===== src/rtl/beat_scheduler.sv =====
// Beat scheduler: qualifies baton direction changes into a beat stream with bar
// position, averaged period and timeout. Optional prediction via BEAT_PREDICT_EN.
module beat_scheduler #(
  parameter int unsigned PERIOD_W      = 27,
  parameter int unsigned MIN_GAP       = 10_000_000,
  parameter int unsigned MAX_GAP       = 100_000_000,
  parameter int unsigned AVG_SHIFT     = 2,
  parameter int unsigned BEATS_PER_BAR = 4
) (
  input  logic                clk_camera_in,
  input  logic                rst_n_in,
  input  logic                enable_in,
  input  logic                change_in,
  output logic                measure_out,
  output logic                beat_out,
  output logic                downbeat_out,
  output logic [2:0]          beat_index_out,
  output logic [PERIOD_W-1:0] period_out,
  output logic                period_valid_out,
  output logic                locked_out,
  output logic                timeout_out,
  output logic                predict_out
);

  localparam logic [PERIOD_W-1:0] MIN_G    = PERIOD_W'(MIN_GAP);
  localparam logic [PERIOD_W-1:0] MAX_G    = PERIOD_W'(MAX_GAP);
  localparam logic [2:0]          LAST_IDX = 3'(BEATS_PER_BAR - 1);

  typedef enum logic [1:0] {
    S_IDLE,
    S_FIRST,
    S_MEASURE,
    S_LOCKED
  } state_t;

  state_t                r_state;
  logic [PERIOD_W-1:0]   r_gap_cnt;
  logic [2:0]            r_index;

  logic                  w_tracking;
  logic                  w_in_window;
  logic                  w_timeout;
  logic                  w_accept;
  logic signed [PERIOD_W:0] w_diff;
  logic signed [PERIOD_W:0] w_step;
  logic [PERIOD_W-1:0]   w_avg;

  assign w_tracking  = (r_state == S_MEASURE) || (r_state == S_LOCKED);
  assign w_in_window = (r_gap_cnt >= MIN_G) && (r_gap_cnt < MAX_G);
  assign w_timeout   = w_tracking && (r_gap_cnt == MAX_G);
  assign w_accept    = change_in &&
                       ((r_state == S_FIRST) || (w_tracking && w_in_window && !w_timeout));

  // Signed difference one bit wider; the arithmetic shift floors toward -inf and
  // the sum always lands back inside PERIOD_W, so truncation is exact.
  assign w_diff = $signed({1'b0, r_gap_cnt}) - $signed({1'b0, period_out});
  assign w_step = w_diff >>> AVG_SHIFT;
  assign w_avg  = period_out + PERIOD_W'(w_step);

`ifdef BEAT_PREDICT_EN
  logic r_armed;
  logic w_predict;
  assign w_predict = (r_state == S_LOCKED) && r_armed && !w_accept &&
                     !w_timeout && (r_gap_cnt == period_out);
`endif

  always_ff @(posedge clk_camera_in or negedge rst_n_in) begin
    if (!rst_n_in) begin
      r_state          <= S_IDLE;
      r_gap_cnt        <= '0;
      r_index          <= '0;
      measure_out      <= 1'b0;
      beat_out         <= 1'b0;
      downbeat_out     <= 1'b0;
      beat_index_out   <= '0;
      period_out       <= '0;
      period_valid_out <= 1'b0;
      locked_out       <= 1'b0;
      timeout_out      <= 1'b0;
`ifdef BEAT_PREDICT_EN
      r_armed          <= 1'b0;
      predict_out      <= 1'b0;
`endif
    end else begin
      beat_out     <= 1'b0;
      downbeat_out <= 1'b0;
      timeout_out  <= 1'b0;
`ifdef BEAT_PREDICT_EN
      predict_out  <= 1'b0;
`endif
      if (!enable_in) begin
        r_state          <= S_IDLE;
        r_gap_cnt        <= '0;
        r_index          <= '0;
        measure_out      <= 1'b0;
        period_valid_out <= 1'b0;
        locked_out       <= 1'b0;
`ifdef BEAT_PREDICT_EN
        r_armed          <= 1'b0;
`endif
      end else if (r_state == S_IDLE) begin
        r_state     <= S_FIRST;
        r_gap_cnt   <= '0;
        measure_out <= 1'b1;
      end else begin
        if (w_accept)
          r_gap_cnt <= PERIOD_W'(1);
        else if (r_gap_cnt != MAX_G)
          r_gap_cnt <= r_gap_cnt + PERIOD_W'(1);

        if (w_timeout) begin
          timeout_out      <= 1'b1;
          r_state          <= S_FIRST;
          r_index          <= '0;
          period_valid_out <= 1'b0;
          locked_out       <= 1'b0;
`ifdef BEAT_PREDICT_EN
          r_armed          <= 1'b0;
`endif
        end else if (w_accept) begin
          beat_out       <= 1'b1;
          downbeat_out   <= (r_index == 3'd0);
          beat_index_out <= r_index;
          r_index        <= (r_index == LAST_IDX) ? 3'd0 : r_index + 3'd1;
`ifdef BEAT_PREDICT_EN
          r_armed        <= 1'b1;
`endif
          case (r_state)
            S_FIRST: r_state <= S_MEASURE;
            S_MEASURE: begin
              r_state          <= S_LOCKED;
              locked_out       <= 1'b1;
              period_out       <= r_gap_cnt;
              period_valid_out <= 1'b1;
            end
            default: period_out <= w_avg;
          endcase
        end
`ifdef BEAT_PREDICT_EN
        else if (w_predict) begin
          predict_out <= 1'b1;
          r_armed     <= 1'b0;
        end
`endif
      end
    end
  end

`ifndef BEAT_PREDICT_EN
  assign predict_out = 1'b0;
`endif

endmodule


===== config.mk =====
export PLATFORM = sky130hd
export DESIGN_NAME = beat_scheduler
export DESIGN_NICKNAME = d
export VERILOG_FILES = /design/src/rtl/beat_scheduler.sv
export SDC_FILE = /design/constraint.sdc
export NUM_CORES = 1
export LEC_CHECK = 0
export ABC_AREA = 1
export BUFFER_PORTS_ARGS = -buffer_cell sky130_fd_sc_hd__buf_2
export CELL_PAD_IN_SITES_DETAIL_PLACEMENT = 0
export CELL_PAD_IN_SITES_GLOBAL_PLACEMENT = 1
export CORE_MARGIN = 2
export CORE_UTILIZATION = 30
export DETAILED_ROUTE_END_ITERATION = 8
export GPL_ROUTABILITY_DRIVEN = 0
export PLACE_DENSITY = 0.66
export SLEW_MARGIN = 5
export SYNTH_ARGS = -nofsm -noshare
export SYNTH_HDL_FRONTEND = slang
export SYNTH_SLANG_ARGS = --single-unit

===== constraint.sdc =====
create_clock -name clk_camera_in -period 3.2 [get_ports clk_camera_in]
set_input_delay 0 -clock clk_camera_in [delete_from_list [all_inputs] [get_ports clk_camera_in]]
set_output_delay 0 -clock clk_camera_in [all_outputs]
set_load 0.02 [all_outputs]

* After elaboration in Yosys (flattened, before gate mapping)
Cells that the tools add are included.
** Storage, ports and cells
- Output and inout port bits :: 37
- Word-level logic and storage cells :: 80
- Input port bits :: 4
- Bits in registers :: 67
** Cells by class
- Equality and inequality tests :: 13
- Bitwise operators :: 3
- Add/sub/neg operators :: 4
- Reduce and logical (&&, ||, !) cells :: 15
- Magnitude comparators :: 2
- Mux-type cells :: 33
** Operators by type and width (number)
- $mux 27 :: 4
- $pmux 27 s2 :: 1
- $sub 27x27->28 :: 1
- $add 27x1->27 const B :: 1
- $add 27x27->27 :: 1
- $eq 27x27->1 const B :: 1
- $ge 27x24->1 const B :: 1
- $lt 27x27->1 const B :: 1
- $ne 27x27->1 const B :: 1
- $mux 1 :: 18
- $mux 3 :: 5
- $mux 2 :: 4
- $ne 4x1->1 const B :: 2
- $ne 3x1->1 const B :: 2
- $logic_and 1x1->1 :: 5
- $ne 5x1->1 const B :: 1
- $reduce_and 5->1 :: 1
- $eq 2x2->1 const B :: 2
- $pmux 2 s2 :: 1
- $reduce_and 2->1 :: 2
- $reduce_and 4->1 :: 1
- $add 3x1->3 const B :: 1
- $eq 3x2->1 const B :: 1
- $logic_not 3->1 :: 1
- 8 further kinds :: 11

* Depth between registers and ports, before layout
- Depth in word-level cells :: 11
- Mapped depth :: 26
- Mapped depth without buffers :: 26

* Worst setup path after synthesis
No wires, ideal clock.
- Path kind :: register to register
- Start point :: register period_out[2]
- End point :: register period_out[18]
- Data arrival time :: 3.052 ns
- Path buffers :: 0
- Period minus slack after synthesis :: 3.173 ns
- Data required time :: 3.079 ns
- Setup time :: 0.121 ns
- Cell stages (with the launch flop) :: 22
- Path slack :: 0.027 ns
- Cell sequence :: dfrtp_1 inv_1 ha_1 a21oi_1 o21ai_1 nand2_1 nand3_1 a21oi_1 o21ai_0 xor2_1 ha_1 nand2_1 nor2_1 inv_1 nor2_1 nand4_1 nand3_1 nand2_1 nand3_1 nand2_1 nand2_1 o21ai_1
** On the way
- Cells in the longest elaborated chain, start to end :: 3
** RTL lines
- start, declared :: RTL line 18 : output logic [PERIOD_W-1:0] period_out,
- start signal, assigned :: RTL line 133 : period_out <= r_gap_cnt;
- start signal, assigned :: RTL line 136 : default: period_out <= w_avg;
- $sub 27x27->28 :: RTL line 56 : assign w_diff = $signed({1'b0, r_gap_cnt}) - $signed({1'b0, period_out});
- $add 27x27->27 (*) :: RTL line 58 : assign w_avg = period_out + PERIOD_W'(w_step);
- $pmux 27 s2 (*) :: RTL line 128 : case (r_state)
Mark *: on every way between the ends. The rest lies on a longest branch, timed or not.
A chain may end at the register's enable or synchronous reset.

* Worst setup path in the final report
- Start point :: register r_gap_cnt[10]
- End point :: register period_out[26]
** On the way
- Cells in the longest elaborated chain, start to end :: 7
- Elaborated cells between the ends (all ways) :: 15
- Those cells by class :: add/sub: 2; order compare: 2; eq/ne: 1; mux: 1; bitwise: 1; reduce/logical: 8
** RTL lines
- start, declared :: RTL line 37 : logic [PERIOD_W-1:0] r_gap_cnt;
- start signal, assigned :: RTL line 109 : r_gap_cnt <= r_gap_cnt + PERIOD_W'(1);
- parallel branches: the longest is 7 deep, another holds $sub 27x27->28
Parallel ways; which one is timed is not known.

==> impl_metrics.ini <==
[setup_path]
end_kind = flip-flop
crit_fanout = 4
slowest_delay_ps = 420
worstPathArrival_ps = 3580
cpMostUsedCell = nand2_1
required_ps = 3450
crit_slowest_cell = dfrtp_1
crit_type = flip-flop to flip-flop
crit_chain = ha_4 > nand2_2 > inv_2 > nand2_4 > nor3_4 > nand4_1 > nand3_4 > buf_6 > a21oi_4 > xnor2_2 > ha_1 > nand2_4 > o21ai_1 > a21oi_1 > nand2_1 > nor2_2 > nand3_1 > nand3_1 > nand2_1 > nand2_1
cp-start-kind = flip-flop

[global_routing]
grt_pass1_vias = 8586
grtUsageTotal = 0.221
antenna_found_initial = 0
grt_max_degree = 68
grt_first_pass_wirelength_mm = 44.3
grt_overflow = 0

[placed_design]
hpwl_mm = 21.8
dpl.cell_count = 1673
port_buffers = 39

[yosys]
ys_warn_count = 0
syn_area_sq_um = 7220
synth_top_flop_cell = dfrtp_1
netlist_instances = 1151
syn-num-nets = 1220
synth_top_area_frac = 0.232
yosys-top-cells-count = nand2_1 (341), inv_1 (157), nor2_1 (111)
ys_seq_area_frac = 0.232
yosysUniqueCellTypes = 48
synth.top_cells.by_area = dfrtp_1 (23%), nand2_1 (18%), ha_1 (11%)
yosys.area.top_type = dfrtp_1
synth.most_common_cell = nand2_1
synth-seq-cells = 67
synth_edf_count = 0
async_flop_share = 1.00
synth_area_per_cell_sq_um = 6.28

[floorplan]
start_util = 0.307
die_area_sq_um = 25300
ioPinCount = 41
rows = 56
die_w_um = 159
core_sq_um = 23500
die_height_um = 159

[clock_network]
cts_root_buf = clkbuf_16
cts_tree = done
clock_latency_ps = 360
cts_sinks = 67
htree_levels = 3
clkSlewWorstSetupHoldPaths_ps = 60
clk_path_buf_depth = 2
cts_buffers = 9

[sta]
fin_skew_ps = 9.13
finalCriticalPeriod_ps = 3330
setup_viol = 11
rsz0062_at_grt = yes
worstMarginPinSlew_ps = 923
fmax_ghz = 0.301
fin_ws_ps = -127
fin_crit_sh = 1.04
slew_headroom = 0.384
slew_violations = 0
hold_viol_final = 0

[routing]
route.met2.wl_mm = 13.6
ant_nets = 0
wl_met3_um = 919
drt_iter0_markers = 527
vias = 8454
post_drt_wl_per_cell_um = 16.3
first_pass_iters = 5
met1Wirelength_mm = 12.8
finalWirelength_mm = 28.2
highest-signal-layer = met4
via_per_inst = 4.89
remaining_drc_errors = 0

[power]
p_leak_uw = 0.00554
powerDensity_nw_per_um2 = 1180
vdd_ir_drop_max_uv = 482

[cells_and_area]
diodes = 0
area_growth_pct = 56.5
utilization = 0.480
final_nets = 1474
layout.cells.non_filler = 1729
drive_gt1_frac = 0.406

[run_status]
violations = negative setup slack
status = finished, violations left

[flow_run]
cap_violations = 0

[worst_hold_path]
min_path_type = primary input to flip-flop
## stage by stage
stage	worst slack (ps)	hold slack (ps)	setup TNS [ps]	instance area [sq um]	total power (uW)
floorplan	26.7	-296	0	7220	5830
global placement	-651	204	-7310	9070	9190
detailed placement	-688	213	-7810	9070	9180
CTS	-58.5	0.421	-350	10500	11800
global route	-287	28.6	-3610	11300	14300
finish	-127	3.64	-480	11300	13300
## layout make-up
| cell class | instances | area (sq um) |
|---|---|---|
| timing repair buffer | 260 | 1900 |
| sequential | 67 | 1680 |
| fill | 2379 | 12200 |
| tap | 319 | 399 |
| inverter | 163 | 619 |
| clock buffer | 9 | 225 |
| multi-input combinational | 904 | 6410 |
| clock inverter | 7 | 76.3 |
## power breakdown
group          leakage [uW]  total, uW  switching (uW)  internal [uW]
registers          0.000873       1240             164           1070
clock network      0.000142       1060             447            609
logic               0.00452      11000            6240           4810
total               0.00554      13300            6850           6490
## cell usage in the layout (no fill, tap or decap), drive strengths merged, types with 8 or more instances in the layout
cell	Yosys	layout
nand2	348	348
buf	11	259
inv	162	164
nor2	118	118
nand3	87	87
o21ai	80	80
a21oi	68	68
dfrtp	67	67
ha	64	64
nand4	31	31
nor3	24	24
xor2	22	22
xnor2	19	19
clkbuf	6	9
o21bai	8	8
## flip-flops by register name, indices dropped and copies added (netlist names)
register        flops
r_gap_cnt          27
r_state             2
period_out         27
beat_out            1
r_index             3
downbeat_out        1
timeout_out         1
locked_out          1
beat_index_out      3
measure_out         1
## cell families after synthesis
| logic type | count (synthesis) | synth area share |
|---|---|---|
| XOR/XNOR | 41 | 0.0497 |
| AO/OA/AOI/OAI | 173 | 0.132 |
| other | 1 | 0.000519 |
| AND/OR/NAND/NOR | 624 | 0.373 |
| flip-flops | 67 | 0.232 |
| buffers and inverters | 180 | 0.0993 |
| adder cells (fa/ha/maj) | 65 | 0.114 |
## worst paths after layout
kind / start / endpoint / slack, ps / cells after the start
worst min register to register: beat_index_out[1] / beat_index_out[1] / 500 / 2
max in group asynchronous: rst_n_in / r_gap_cnt[4] / 2210 / 2
worst max-delay path: r_gap_cnt[10] / period_out[26] / -130 / 20
min in group asynchronous: rst_n_in / period_out[19] / 310 / 2
worst min-delay path: enable_in / measure_out / 4 / 3
worst max register to register: r_gap_cnt[10] / period_out[26] / -130 / 20
## repair_timing
item | in CTS | in global routing
pin swaps | 99 | 89
endpoints found under the setup margin | 20 | 21
gates resized for setup | 236 | 137
setup buffers | 25 | 16
hold endpoints to repair | 67 | 0
hold buffers | 1 | 0
## critical path, delay by kind of cell, from the launching register on
| kind | cells | cell delay [ps] |
|---|---|---|
| adders and majority gates | 2 | 680 |
| xor gates and xnor gates | 1 | 170 |
| buffers and inverters | 2 | 210 |
| and+or+nand+nor | 12 | 1130 |
| AOI/OAI and AO/OA | 3 | 590 |
| DFF | 1 | 420 |
## routing by layer
metal,vias to the layer above,global-route usage
met1,3969,0.279
met2,175,0.387
li1,4261,-
met3,49,0.0242
met4,0,0.0851
met5,-,0
Note: power is estimated with default switching activity, not from simulation.
